### src/rtl/pipe_hazard_if.sv
// pipe_hazard_if
//   Bundles the signals between the 5-stage datapath and its hazard controller.
//   Inputs to the controller: decode/execute/memory/writeback register
//   addresses and control bits. Outputs: pipeline stall/flush enables,
//   forwarding selects, multiplier busy flag and the stall performance counter.
//   master : datapath side (drives stage info, receives controls)
//   slave  : controller side
interface pipe_hazard_if #(
    parameter int ADDR_W = 4,
    parameter int CNT_W  = 16
);
    logic [ADDR_W-1:0] d_ra1;
    logic [ADDR_W-1:0] d_ra2;
    logic [ADDR_W-1:0] e_ra1;
    logic [ADDR_W-1:0] e_ra2;
    logic [ADDR_W-1:0] e_wa;
    logic              e_regwrite;
    logic              e_memtoreg;
    logic              e_mul_start;
    logic              e_branch_taken;
    logic [ADDR_W-1:0] m_wa;
    logic              m_regwrite;
    logic [ADDR_W-1:0] w_wa;
    logic              w_regwrite;

    logic              stall_f;
    logic              stall_d;
    logic              stall_e;
    logic              flush_d;
    logic              flush_e;
    logic              flush_m;
    logic [1:0]        fwd_a;
    logic [1:0]        fwd_b;
    logic              mul_busy;
    logic [CNT_W-1:0]  stall_cnt;

    modport master (
        output d_ra1, d_ra2, e_ra1, e_ra2, e_wa, e_regwrite, e_memtoreg,
               e_mul_start, e_branch_taken, m_wa, m_regwrite, w_wa, w_regwrite,
        input  stall_f, stall_d, stall_e, flush_d, flush_e, flush_m,
               fwd_a, fwd_b, mul_busy, stall_cnt
    );

    modport slave (
        input  d_ra1, d_ra2, e_ra1, e_ra2, e_wa, e_regwrite, e_memtoreg,
               e_mul_start, e_branch_taken, m_wa, m_regwrite, w_wa, w_regwrite,
        output stall_f, stall_d, stall_e, flush_d, flush_e, flush_m,
               fwd_a, fwd_b, mul_busy, stall_cnt
    );
endinterface

### src/rtl/pipe_hazard_ctrl.sv
// pipe_hazard_ctrl
//   Hazard and sequencing controller for the F/D/E/M/W ARM pipeline.
//   Ports:
//     clk   - rising-edge clock
//     reset - asynchronous, active-high reset
//     bus   - pipe_hazard_if.slave: stage addresses/controls in,
//             stall/flush/forward/mul_busy/stall_cnt out
//
//   state | meaning
//   ------+---------------------------------------------------------------
//   RUN   | normal flow: load-use stall, branch flush, multiply issue
//   MUL   | multiplier holds EX; F/D/E frozen, bubble injected into M
module pipe_hazard_ctrl #(
    parameter int ADDR_W  = 4,
    parameter int MUL_LAT = 4,
    parameter int CNT_W   = 16
) (
    input logic          clk,
    input logic          reset,
    pipe_hazard_if.slave bus
);
    localparam int MC_W = (MUL_LAT > 2) ? $clog2(MUL_LAT) : 1;
    localparam logic [ADDR_W-1:0] PC_REG = ADDR_W'(15);

    typedef enum logic {RUN, MUL} state_t;

    state_t            state_q, state_d;
    logic [MC_W-1:0]   mul_cnt_q, mul_cnt_d;
    logic [CNT_W-1:0]  stall_cnt_q;

    logic       lu;
    logic       stall_f, stall_d, stall_e;
    logic       flush_d, flush_e, flush_m, mul_busy;
    logic [1:0] fwd_a, fwd_b;

    assign lu = bus.e_memtoreg & bus.e_regwrite &
                ((bus.e_wa == bus.d_ra1) | (bus.e_wa == bus.d_ra2));

    always_ff @(posedge clk or posedge reset) begin
        if (reset) begin
            state_q     <= RUN;
            mul_cnt_q   <= '0;
            stall_cnt_q <= '0;
        end else begin
            state_q   <= state_d;
            mul_cnt_q <= mul_cnt_d;
            if (stall_f && (stall_cnt_q != {CNT_W{1'b1}}))
                stall_cnt_q <= stall_cnt_q + CNT_W'(1);
        end
    end

    always_comb begin
        state_d   = state_q;
        mul_cnt_d = mul_cnt_q;
        stall_f   = 1'b0;
        stall_d   = 1'b0;
        stall_e   = 1'b0;
        flush_d   = 1'b0;
        flush_e   = 1'b0;
        flush_m   = 1'b0;
        mul_busy  = 1'b0;
        fwd_a     = 2'b00;
        fwd_b     = 2'b00;

        // M-stage result is newer than W, so it wins; r15 is the PC and is
        // never taken from the bypass network.
        if (bus.m_regwrite && bus.m_wa == bus.e_ra1 && bus.e_ra1 != PC_REG)
            fwd_a = 2'b10;
        else if (bus.w_regwrite && bus.w_wa == bus.e_ra1 && bus.e_ra1 != PC_REG)
            fwd_a = 2'b01;

        if (bus.m_regwrite && bus.m_wa == bus.e_ra2 && bus.e_ra2 != PC_REG)
            fwd_b = 2'b10;
        else if (bus.w_regwrite && bus.w_wa == bus.e_ra2 && bus.e_ra2 != PC_REG)
            fwd_b = 2'b01;

        unique case (state_q)
            RUN: begin
                if (bus.e_branch_taken) begin
                    // Wrong-path instructions in F/D and D/E are discarded;
                    // any hazard they would have caused no longer matters.
                    flush_d = 1'b1;
                    flush_e = 1'b1;
                end else begin
                    if (bus.e_mul_start) begin
                        state_d   = MUL;
                        mul_cnt_d = MC_W'(MUL_LAT - 2);
                    end
                    if (lu) begin
                        stall_f = 1'b1;
                        stall_d = 1'b1;
                        flush_e = 1'b1;
                    end
                end
            end
            MUL: begin
                stall_f   = 1'b1;
                stall_d   = 1'b1;
                stall_e   = 1'b1;
                flush_m   = 1'b1;
                mul_busy  = 1'b1;
                mul_cnt_d = mul_cnt_q - MC_W'(1);
                if (mul_cnt_q == '0)
                    state_d = RUN;
            end
            default: state_d = RUN;
        endcase

        // Controls drop the instant reset asserts, not at the next edge.
        if (reset) begin
            stall_f  = 1'b0;
            stall_d  = 1'b0;
            stall_e  = 1'b0;
            flush_d  = 1'b0;
            flush_e  = 1'b0;
            flush_m  = 1'b0;
            mul_busy = 1'b0;
            fwd_a    = 2'b00;
            fwd_b    = 2'b00;
        end
    end

    assign bus.stall_f   = stall_f;
    assign bus.stall_d   = stall_d;
    assign bus.stall_e   = stall_e;
    assign bus.flush_d   = flush_d;
    assign bus.flush_e   = flush_e;
    assign bus.flush_m   = flush_m;
    assign bus.fwd_a     = fwd_a;
    assign bus.fwd_b     = fwd_b;
    assign bus.mul_busy  = mul_busy;
    assign bus.stall_cnt = stall_cnt_q;
endmodule

### src/flat_wrapper.sv
// flat-port wrapper written by rule: the top's interface ports become plain ports
module pipe_hazard_ctrl_flat 
#(
    parameter int ADDR_W  = 4,
    parameter int MUL_LAT = 4,
    parameter int CNT_W   = 16
)
  (clk, reset, bus_d_ra1, bus_d_ra2, bus_e_ra1, bus_e_ra2, bus_e_wa, bus_e_regwrite, bus_e_memtoreg, bus_e_mul_start, bus_e_branch_taken, bus_m_wa, bus_m_regwrite, bus_w_wa, bus_w_regwrite, bus_stall_f, bus_stall_d, bus_stall_e, bus_flush_d, bus_flush_e, bus_flush_m, bus_fwd_a, bus_fwd_b, bus_mul_busy, bus_stall_cnt);
  pipe_hazard_if #(.ADDR_W(ADDR_W), .CNT_W(CNT_W)) bus_i ();
  input logic clk;
  input logic reset;
  input wire logic [$bits(bus_i.d_ra1)-1:0] bus_d_ra1;
  input wire logic [$bits(bus_i.d_ra2)-1:0] bus_d_ra2;
  input wire logic [$bits(bus_i.e_ra1)-1:0] bus_e_ra1;
  input wire logic [$bits(bus_i.e_ra2)-1:0] bus_e_ra2;
  input wire logic [$bits(bus_i.e_wa)-1:0] bus_e_wa;
  input wire logic [$bits(bus_i.e_regwrite)-1:0] bus_e_regwrite;
  input wire logic [$bits(bus_i.e_memtoreg)-1:0] bus_e_memtoreg;
  input wire logic [$bits(bus_i.e_mul_start)-1:0] bus_e_mul_start;
  input wire logic [$bits(bus_i.e_branch_taken)-1:0] bus_e_branch_taken;
  input wire logic [$bits(bus_i.m_wa)-1:0] bus_m_wa;
  input wire logic [$bits(bus_i.m_regwrite)-1:0] bus_m_regwrite;
  input wire logic [$bits(bus_i.w_wa)-1:0] bus_w_wa;
  input wire logic [$bits(bus_i.w_regwrite)-1:0] bus_w_regwrite;
  output wire logic [$bits(bus_i.stall_f)-1:0] bus_stall_f;
  output wire logic [$bits(bus_i.stall_d)-1:0] bus_stall_d;
  output wire logic [$bits(bus_i.stall_e)-1:0] bus_stall_e;
  output wire logic [$bits(bus_i.flush_d)-1:0] bus_flush_d;
  output wire logic [$bits(bus_i.flush_e)-1:0] bus_flush_e;
  output wire logic [$bits(bus_i.flush_m)-1:0] bus_flush_m;
  output wire logic [$bits(bus_i.fwd_a)-1:0] bus_fwd_a;
  output wire logic [$bits(bus_i.fwd_b)-1:0] bus_fwd_b;
  output wire logic [$bits(bus_i.mul_busy)-1:0] bus_mul_busy;
  output wire logic [$bits(bus_i.stall_cnt)-1:0] bus_stall_cnt;
  assign bus_i.d_ra1 = bus_d_ra1;
  assign bus_i.d_ra2 = bus_d_ra2;
  assign bus_i.e_ra1 = bus_e_ra1;
  assign bus_i.e_ra2 = bus_e_ra2;
  assign bus_i.e_wa = bus_e_wa;
  assign bus_i.e_regwrite = bus_e_regwrite;
  assign bus_i.e_memtoreg = bus_e_memtoreg;
  assign bus_i.e_mul_start = bus_e_mul_start;
  assign bus_i.e_branch_taken = bus_e_branch_taken;
  assign bus_i.m_wa = bus_m_wa;
  assign bus_i.m_regwrite = bus_m_regwrite;
  assign bus_i.w_wa = bus_w_wa;
  assign bus_i.w_regwrite = bus_w_regwrite;
  assign bus_stall_f = bus_i.stall_f;
  assign bus_stall_d = bus_i.stall_d;
  assign bus_stall_e = bus_i.stall_e;
  assign bus_flush_d = bus_i.flush_d;
  assign bus_flush_e = bus_i.flush_e;
  assign bus_flush_m = bus_i.flush_m;
  assign bus_fwd_a = bus_i.fwd_a;
  assign bus_fwd_b = bus_i.fwd_b;
  assign bus_mul_busy = bus_i.mul_busy;
  assign bus_stall_cnt = bus_i.stall_cnt;
  pipe_hazard_ctrl #(.ADDR_W(ADDR_W), .MUL_LAT(MUL_LAT), .CNT_W(CNT_W)) u_core (.clk(clk), .reset(reset), .bus(bus_i));
endmodule
### config.mk
export PLATFORM = sky130hd
export DESIGN_NAME = pipe_hazard_ctrl_flat
export DESIGN_NICKNAME = d
export VERILOG_FILES = /design/src/rtl/pipe_hazard_if.sv /design/src/rtl/pipe_hazard_ctrl.sv /design/src/flat_wrapper.sv
export SDC_FILE = /design/constraint.sdc
export NUM_CORES = 1
export LEC_CHECK = 0
export ABC_CLOCK_PERIOD_IN_PS = 2790
export BUFFER_PORTS_ARGS = -buffer_cell sky130_fd_sc_hd__buf_2
export CAP_MARGIN = 20
export CORE_AREA = 2 2 82 64
export CTS_CLUSTER_DIAMETER = 100
export DETAILED_ROUTE_END_ITERATION = 8
export DIE_AREA = 0 0 84 66
export PLACE_DENSITY = 0.53
export SETUP_SLACK_MARGIN = 0.02
export SLEW_MARGIN = 0
export SYNTH_ARGS = -nofsm -noshare
export SYNTH_HDL_FRONTEND = slang
export SYNTH_SLANG_ARGS = --single-unit
### constraint.sdc
create_clock -name clk -period 2.79 [get_ports clk]
set_input_delay 0.837 -clock clk [delete_from_list [all_inputs] [get_ports clk]]
set_output_delay 0.837 -clock clk [all_outputs]
set_load 0.01 [all_outputs]
## Yosys cells after proc, flatten, opt, wreduce, memory -nomap -nowiden

Index checks and enable logic that the tools add are counted.

- RAM bits: 0
- Register bits after elaboration: 19
- Bits in read-only memories: 0
- Logic and storage cells: 56
- Memories: 0
- Output and inout bits: 27
- Bits of input ports: 36
- Bits in latches: 0

- Multipliers: 0
- Shift-type cells: 0
- Muxes and demuxes: 25
- Bitwise operators: 4
- Order comparisons: 0
- Equal/unequal tests: 11
- Reduce and logical (&&, ||, !) cells: 11
- $add $sub $neg: 2
- Divide/modulo/power cells: 0

Operators by type and width:

| kind | number |
|---|---|
| 4-bit equality test | 6 |
| 16-bit by 1-bit adder with 16-bit output (second input constant) | 1 |
| 1-bit two-way mux | 16 |
| 16-bit inequality test (second input constant) | 1 |
| 2-bit two-way mux | 6 |
| 1-bit logical AND | 9 |
| 4-bit inequality test (second input constant) | 2 |
| 2-bit inequality test (second input constant) | 2 |
| 1-bit one-hot mux with 2 select lines | 2 |
| 2-bit one-hot mux with 2 select lines | 1 |
| 1-bit bitwise AND | 2 |
| 2-bit logical NOT | 1 |
| 2-bit AND reduction | 1 |
| 2-bit by 1-bit subtractor with 2-bit output (second input constant) | 1 |
| 1-bit NOT | 1 |
| 1-bit bitwise OR | 1 |

## Depth between registers and ports, before layout

Gate-level depths: netlist (run 1).

- Depth in word-level cells: 8
- Gate-level depth with buffers: 6
- Depth with buffers taken out: 6

## Least setup slack after synthesis (run 1)

Ideal clock, no wire load.

- Path kind: in2out
- Start: input port reset
- End: output port bus_fwd_a[0]
- Required time: 1953 ps
- Arrival time: 1874 ps
- Slack: 79 ps
- Cell stages on the path: 4
- Path buffers: 0
- Cells stage by stage: inv_1 > nand2_1 > nor4_1 > and3b_1

- Longest elaborated chain between the ends: 1

Ends and longest elaborated chain:

| item | RTL line | RTL |
|---|---|---|
| start: declaration | flat_wrapper.sv:11 | `input logic reset;` |
| 2-bit two-way mux | pipe_hazard_ctrl.sv:110 | `if (reset) begin` |
| end: declaration | flat_wrapper.sv:31 | `output wire logic [$bits(bus_i.fwd_a)-1:0] bus_fwd_a;` |

No other way between the ends.

## Worst setup path after layout (run 1)

- Start: input port bus_d_ra1[1]
- End: output port bus_flush_e

- Longest elaborated chain between the ends: 7

Ends and longest elaborated chain:

| item | RTL line | RTL |
|---|---|---|
| start: declaration | flat_wrapper.sv:12 | `input wire logic [$bits(bus_i.d_ra1)-1:0] bus_d_ra1;` |
| 4-bit equality test | pipe_hazard_ctrl.sv:37 | `((bus.e_wa == bus.d_ra1) \| (bus.e_wa == bus.d_ra2));` |
| 1-bit bitwise OR | pipe_hazard_ctrl.sv:37 |  |
| 1-bit bitwise AND | pipe_hazard_ctrl.sv:36 | `assign lu = bus.e_memtoreg & bus.e_regwrite &` |
| 1-bit two-way mux | pipe_hazard_ctrl.sv:89 | `if (lu) begin` |
| 1-bit two-way mux | pipe_hazard_ctrl.sv:79 | `if (bus.e_branch_taken) begin` |
| 1-bit two-way mux | pipe_hazard_ctrl.sv:77 | `unique case (state_q)` |
| 1-bit two-way mux | pipe_hazard_ctrl.sv:110 |  |
| end: declaration | flat_wrapper.sv:29 | `output wire logic [$bits(bus_i.flush_e)-1:0] bus_flush_e;` |

No other way between the ends.

==> results.sh, run 1 <==
export IMPL_status="complete, no violations"
export IMPL_final_cell_area_um2=1770
export IMPL_cellPowerDensity_nw_per_um2=549
export IMPL_syn_instance_count=140
export IMPL_post_drt_wl_per_cell_um=12.3
export IMPL_hold_depth=1
export IMPL_min_to="u_core.bus.stall_cnt[15]$_DFFE_PP0P_"
export IMPL_r2r_setup_slack_ns=0.94
export IMPL_max_slew_margin_rel_pct=70.7
export IMPL_fin_crit_ns=2.72
export IMPL_worst_setup_path_start_kind="input port"
export IMPL_grt_pass1_wl_um=5720
export IMPL_layout_drive_gt1_share_pct=38.8
export IMPL_ant_nets=0
export IMPL_rr_worst_depth=6
export IMPL_die_y_um=66
export IMPL_worstHoldStart="u_core.bus.stall_cnt[15]$_DFFE_PP0P_"
export IMPL_fin_tns_setup_ns=0
export IMPL_core_um2=4760
export IMPL_routed_wl_um=3260
export IMPL_synth_edf_count=0
export IMPL_syn_area_um2=1330
export IMPL_setup_violations=0
export IMPL_mostFrequentLayoutCell="buf_2"
export IMPL_fp_dieW_um=84
export IMPL_critPathCaptureType="output pin"
export IMPL_maxCapViolCount=0
export IMPL_viasPerCell=4.57
export IMPL_r2r_end="u_core.bus.stall_cnt[1]$_DFFE_PP0P_"
export IMPL_ctsLongestPathBuffers=2
export IMPL_globalplace_congestion=0.866
export IMPL_ctsRootBufferMaster="clkbuf_8"
export IMPL_cts_buffers=3
export IMPL_grt_pass1_vias=1195
export IMPL_p_leak_nw=0.889
export IMPL_ioPinCount=63
export IMPL_portBuffers=62
export IMPL_rsz0062_at_grt="yes"
export IMPL_synthSimpleGateAreaFrac_pct=28.0
export IMPL_drtIter0Drc=72
export IMPL_antenna_found_initial=0
export IMPL_crit_fanout=2
export IMPL_fin_crit_sh_pct=97.3
export IMPL_clkLatencyLatePin_ns=0.26
export IMPL_drv_slew=0
export IMPL_arrival_ns=1.88
export IMPL_tritoncts="built"
export IMPL_start_util_pct=27.8
export IMPL_syn_to_final_growth_pct=33.6
export IMPL_crit_start="bus_d_ra1[1]"
export IMPL_clkSinkCount=19
export IMPL_clk_pin_slew_worst_paths_ns=0.08
export IMPL_postCtsSetupBuffers=0
export IMPL_fmax_mhz=368
export IMPL_seq_area_um2=475
export IMPL_path_class="in -> out"
export IMPL_n_fill_cell=492
export IMPL_synth_seq_cells=19
export IMPL_htree_levels=1
export IMPL_insertedDiodeCount=0
export IMPL_synth_fa_ha_area_share_pct=1.89
export IMPL_synth_top_flop_cell="dfrtp_1"
export IMPL_layout_common_cells="62 x buf_2, 25 x xnor2_1, 19 x dfrtp_1"
export IMPL_dieArea_um2=5540
export IMPL_multi_input_area_um2=803
export IMPL_cts_resized=0
export IMPL_ir_drop_v=0.000318
export IMPL_synth_nets=178
export IMPL_firstDrtPassIters=5
export IMPL_r2r_start="u_core.bus.stall_cnt[0]$_DFFE_PP0P_"
export IMPL_fin_util_pct=37.2
export IMPL_nets=245
export IMPL_clock_skew_ns=0.0105
export IMPL_synth_avg_cell_area_um2=9.46
export IMPL_drc_errors=0
export IMPL_ctsHoldBuffers=0
export IMPL_synth_top_family_by_area="simple AND/OR/NAND/NOR gates"
export IMPL_yosysWarningCount=0
export IMPL_timing_critical_path_required_ns=1.95
export IMPL_dp_final_hpwl_um=2710
export IMPL_placed_area_um2=1720
export IMPL_worst_hold_path_type="reg -> reg"
export IMPL_hold_viol=0
export IMPL_grt_overflow=0
export IMPL_yosysUniqueCellTypes=35
export IMPL_track_usage_pct=12.8
export IMPL_synth_xor_area_share_pct=23.1
export IMPL_ys_seq_area_share_pct=35.9
export IMPL_vias=1216
export IMPL_ys_async_sr_fraction_pct=100
export IMPL_synth_compound_area_share_pct=4.44
export IMPL_tightest_slew_ns=0.438
export IMPL_grt_max_degree=21
export IMPL_rows=22
export IMPL_synth_mux_area_share_pct=2.55
[state kept, by name (all words and copies together), names as in the netlist]
name                  flops
u_core.state_q            1
u_core.mul_cnt_q          2
u_core.bus.stall_cnt     16
[worst max-delay path by stage]
stage / endpoint / slack (ns) / cells past startpoint
after floorplan: bus_fwd_a[0] / 0.08 / 4
after global placement: bus_flush_e / 0.06 / 8
after detailed placement: bus_flush_e / 0.06 / 8
after CTS: bus_flush_e / 0.06 / 8
after global routing: bus_flush_e / -0.07 / 8
final: bus_flush_e / 0.07 / 8
[cell type report]
class / count / area share (%)
clock buffer: 3 / 2.33
clock inverter: 1 / 0.283
inverter: 6 / 1.27
multi-input combinational: 110 / 45.4
sequential: 19 / 26.9
tap: 60 / 4.24
timing repair buffer: 67 / 19.6
[cells in the mapped netlist, types with 2 or more instances]
library cell	n	area [µm²]
o21ai_0	3	15.0
xnor2_1	26	228
xor2_1	9	78.8
ha_1	2	25.0
dfrtp_1	19	475
buf_4	3	22.5
nor4_1	2	12.5
mux2_2	2	22.5
nand2_1	6	22.5
nor2_1	6	22.5
nand4_1	13	81.3
and3_1	5	31.3
a21oi_1	2	10.0
a31oi_1	2	12.5
nor3_1	3	15.0
inv_1	6	22.5
nand3_1	13	65.1
[logic make-up (layout without fill, tap and decap cells)]
| group | Yosys count | in the layout |
|---|---|---|
| AOI/OAI and AO/OA | 9 | 9 |
| xor gates and xnor gates | 35 | 35 |
| adders and majority gates | 2 | 2 |
| buffers and inverters | 11 | 77 |
| DFF | 19 | 19 |
| muxes | 3 | 3 |
| and+or+nand+nor | 61 | 61 |
[power breakdown]
| group | leakage, nW | switching (mW) | total (mW) | internal [mW] |
|---|---|---|---|---|
| clock | 0.0255 | 0.0936 | 0.193 | 0.0993 |
| combinational | 0.614 | 0.190 | 0.373 | 0.183 |
| sequential | 0.249 | 0.0731 | 0.406 | 0.333 |
[through the flow]
step	setup WS (ns)	std cells	hold slack, ns	power, mW
2_1_floorplan	0.0792	140	0.499	0.647
4_1_cts	0.0556	266	0.516	0.984
3_3_place_gp	0.0642	262	0.510	0.782
3_5_place_dp	0.0583	262	0.504	0.788
6_report	0.0744	266	0.516	0.972
5_1_grt	-0.0720	266	0.553	1.05
[per-layer routing]
metal / routed length (µm) / global-route usage (%) / vias up
met4: 24 / 2.22 / 0
met1: 1660 / 18.7 / 551
met3: 234 / 4.24 / 4
met2: 1340 / 18.5 / 36
met5: 0 / 0 / -
li1: - / - / 625
[worst max-delay path: stages]
cell     delay [ns]
buf_2          0.11
xnor2_2        0.13
nand4_1        0.16
buf_4          0.18
nand2_1        0.05
a31oi_1        0.08
nor3_1         0.15
buf_2          0.17
(Power assumes the default switching activity.)
==> inputs of run 2 (changes only) <==
==> constraint.sdc (replaced) <==
create_clock -name clk -period 2.79 [get_ports clk]
set_input_delay 0.279 -clock clk [delete_from_list [all_inputs] [get_ports clk]]
set_output_delay 0.279 -clock clk [all_outputs]
set_load 0.01 [all_outputs]
==> run 2 against run 1 <==
Compared with the run above: final cell count is 1.5% lower; global-route usage is 0.59 points lower; clock power hardly changed; maximum frequency is 41% higher; worst setup slack better by 0.79 ns; critical path depth is 4 lower; non-clock buffer count is 4 lower; clock skew is 0.0056 ns lower; cell area is 2.1% lower; die area stayed put; sequential power hardly changed.
==> results.sh, run 2 (synthesis gave the netlist of run 1 again) <==
export IMPL_portBuffers=62
export IMPL_max_slew_margin_rel_pct=73.0
export IMPL_grt_overflow=0
export IMPL_fin_tns_setup_ns=0
export IMPL_dieArea_um2=5540
export IMPL_cellPowerDensity_nw_per_um2=551
export IMPL_grt_pass1_vias=1157
export IMPL_critPathCaptureType="output pin"
export IMPL_status="complete, no violations"
export IMPL_multi_input_area_um2=796
export IMPL_ctsHoldBuffers=0
export IMPL_drtIter0Drc=38
export IMPL_cts_buffers=3
export IMPL_pre_cts_slack_ns=0.979
export IMPL_worst_setup_path_start_kind="register"
export IMPL_fin_crit_sh_pct=69.1
export IMPL_firstDrtPassIters=4
export IMPL_rsz0062_at_grt="no"
export IMPL_cts_resized=0
export IMPL_clock_power_share_pct=20.0
export IMPL_layout_drive_gt1_share_pct=37.1
export IMPL_largest_reg_flops=16
export IMPL_clock_skew_ns=0.00494
export IMPL_viasPerCell=4.54
export IMPL_pwr_share_comb_pct=37.7
export IMPL_switchingPower_mw=0.351
export IMPL_ir_drop_v=0.000314
export IMPL_start_util_pct=27.8
export IMPL_crit_fanout=9
export IMPL_postCtsSetupBuffers=0
export IMPL_antenna_found_initial=0
export IMPL_layout_common_cells="62 x buf_2, 26 x xnor2_1, 19 x dfrtp_1"
export IMPL_clkLatencyLatePin_ns=0.26
export IMPL_swShare_pct=36.8
export IMPL_tritoncts="built"
export IMPL_p_total_mw=0.955
export IMPL_nets=241
export IMPL_hold_viol=0
export IMPL_setup_violations=0
export IMPL_ant_nets=0
export IMPL_vias=1190
export IMPL_placed_area_um2=1690
export IMPL_clkSinkCount=19
export IMPL_routed_wl_um=3180
export IMPL_arrival_ns=1.65
export IMPL_hold_ws_ns=0.107
export IMPL_drv_slew=0
export IMPL_fin_crit_ns=1.93
export IMPL_syn_to_final_growth_pct=30.8
export IMPL_post_drt_wl_per_cell_um=12.1
export IMPL_seq_area_um2=475
export IMPL_postLayoutSetupSlackWorst_ns=0.861
export IMPL_timing_critical_path_required_ns=2.51
export IMPL_die_y_um=66
export IMPL_mostFrequentLayoutCell="buf_2"
export IMPL_maxCapViolCount=0
export IMPL_ioPinCount=63
export IMPL_n_fill_cell=489
export IMPL_pwr_share_seq_pct=42.3
export IMPL_grt_pass1_wl_um=5480
export IMPL_clk_pin_slew_worst_paths_ns=0.07
export IMPL_ctsLongestPathBuffers=2
export IMPL_fmax_mhz=518
export IMPL_core_um2=4760
export IMPL_worst_hold_path_type="in -> async"
export IMPL_tightest_slew_ns=0.403
export IMPL_intPower_mw=0.604
export IMPL_ctsRootBufferMaster="clkbuf_8"
export IMPL_path_class="reg -> out"
export IMPL_rows=22
export IMPL_globalplace_congestion=0.855
export IMPL_p_leak_nw=0.865
export IMPL_final_cell_area_um2=1730
export IMPL_grt_max_degree=21
export IMPL_drc_errors=0
export IMPL_htree_levels=1
export IMPL_fp_dieW_um=84
export IMPL_track_usage_pct=12.2
export IMPL_insertedDiodeCount=0
export IMPL_dp_final_hpwl_um=2680
[run 2: cell types whose count changed in the layout (fill, tap and decap cells not counted), sizes merged]
cell | previous run | this run
buf | 67 | 63
[run 2: worst max-delay path, cell delays in order (launching register included)]
cell	delay, ns
dfrtp_1	0.48
and2b_1	0.27
nor2_1	0.11
a31oi_1	0.33
buf_2	0.21
[run 2: layout make-up]
type / count / share of cell area, %
well taps: 60 / 4.33
clock inverters: 1 / 0.289
multi-input cells: 110 / 45.9
inverters: 6 / 1.30
clock buffers: 3 / 2.38
flip-flops and latches: 19 / 27.4
repair buffers: 63 / 18.3
[run 2: routing by layer]
layer | up-vias | GRT usage (%) | wire length [µm]
met5 | - | 0 | 0
met3 | 2 | 3.25 | 130
met1 | 545 | 16.7 | 1590
li1 | 620 | - | -
met4 | 0 | 1.21 | 11
met2 | 23 | 20.3 | 1450
[run 2: path summary, 6_finish.rpt]
| path | start | endpoint | slack (ns) | cells past startpoint |
|---|---|---|---|---|
| min in group clk | bus_e_branch_taken | u_core.mul_cnt_q[1]$_DFFE_PP0P_ | 0.43 | 4 |
| worst min register to register | u_core.bus.stall_cnt[15]$_DFFE_PP0P_ | u_core.bus.stall_cnt[15]$_DFFE_PP0P_ | 0.50 | 1 |
| worst min-delay path | reset | u_core.state_q$_DFF_PP0_ | 0.11 | 3 |
| worst max register to register | u_core.bus.stall_cnt[0]$_DFFE_PP0P_ | u_core.bus.stall_cnt[1]$_DFFE_PP0P_ | 0.98 | 6 |
| worst max-delay path | u_core.state_q$_DFF_PP0_ | bus_stall_f | 0.86 | 4 |
| max in group asynchronous | reset | u_core.bus.stall_cnt[1]$_DFFE_PP0P_ | 2.47 | 3 |
[run 2: power groups by stage]
stage,Clock [mW],Sequential (mW),Combinational [mW]
after floorplan,0,0.400,0.247
after global placement,0,0.407,0.360
after detailed placement,0,0.410,0.364
after CTS,0.205,0.405,0.366
after global routing,0.212,0.417,0.404
final,0.191,0.403,0.360
[run 2: metrics by stage]
stage	util (%)	instances
floorplan	-	140
global placement	35.4	258
detailed placement	35.4	258
CTS	36.4	262
global route	36.4	262
finish	36.4	262
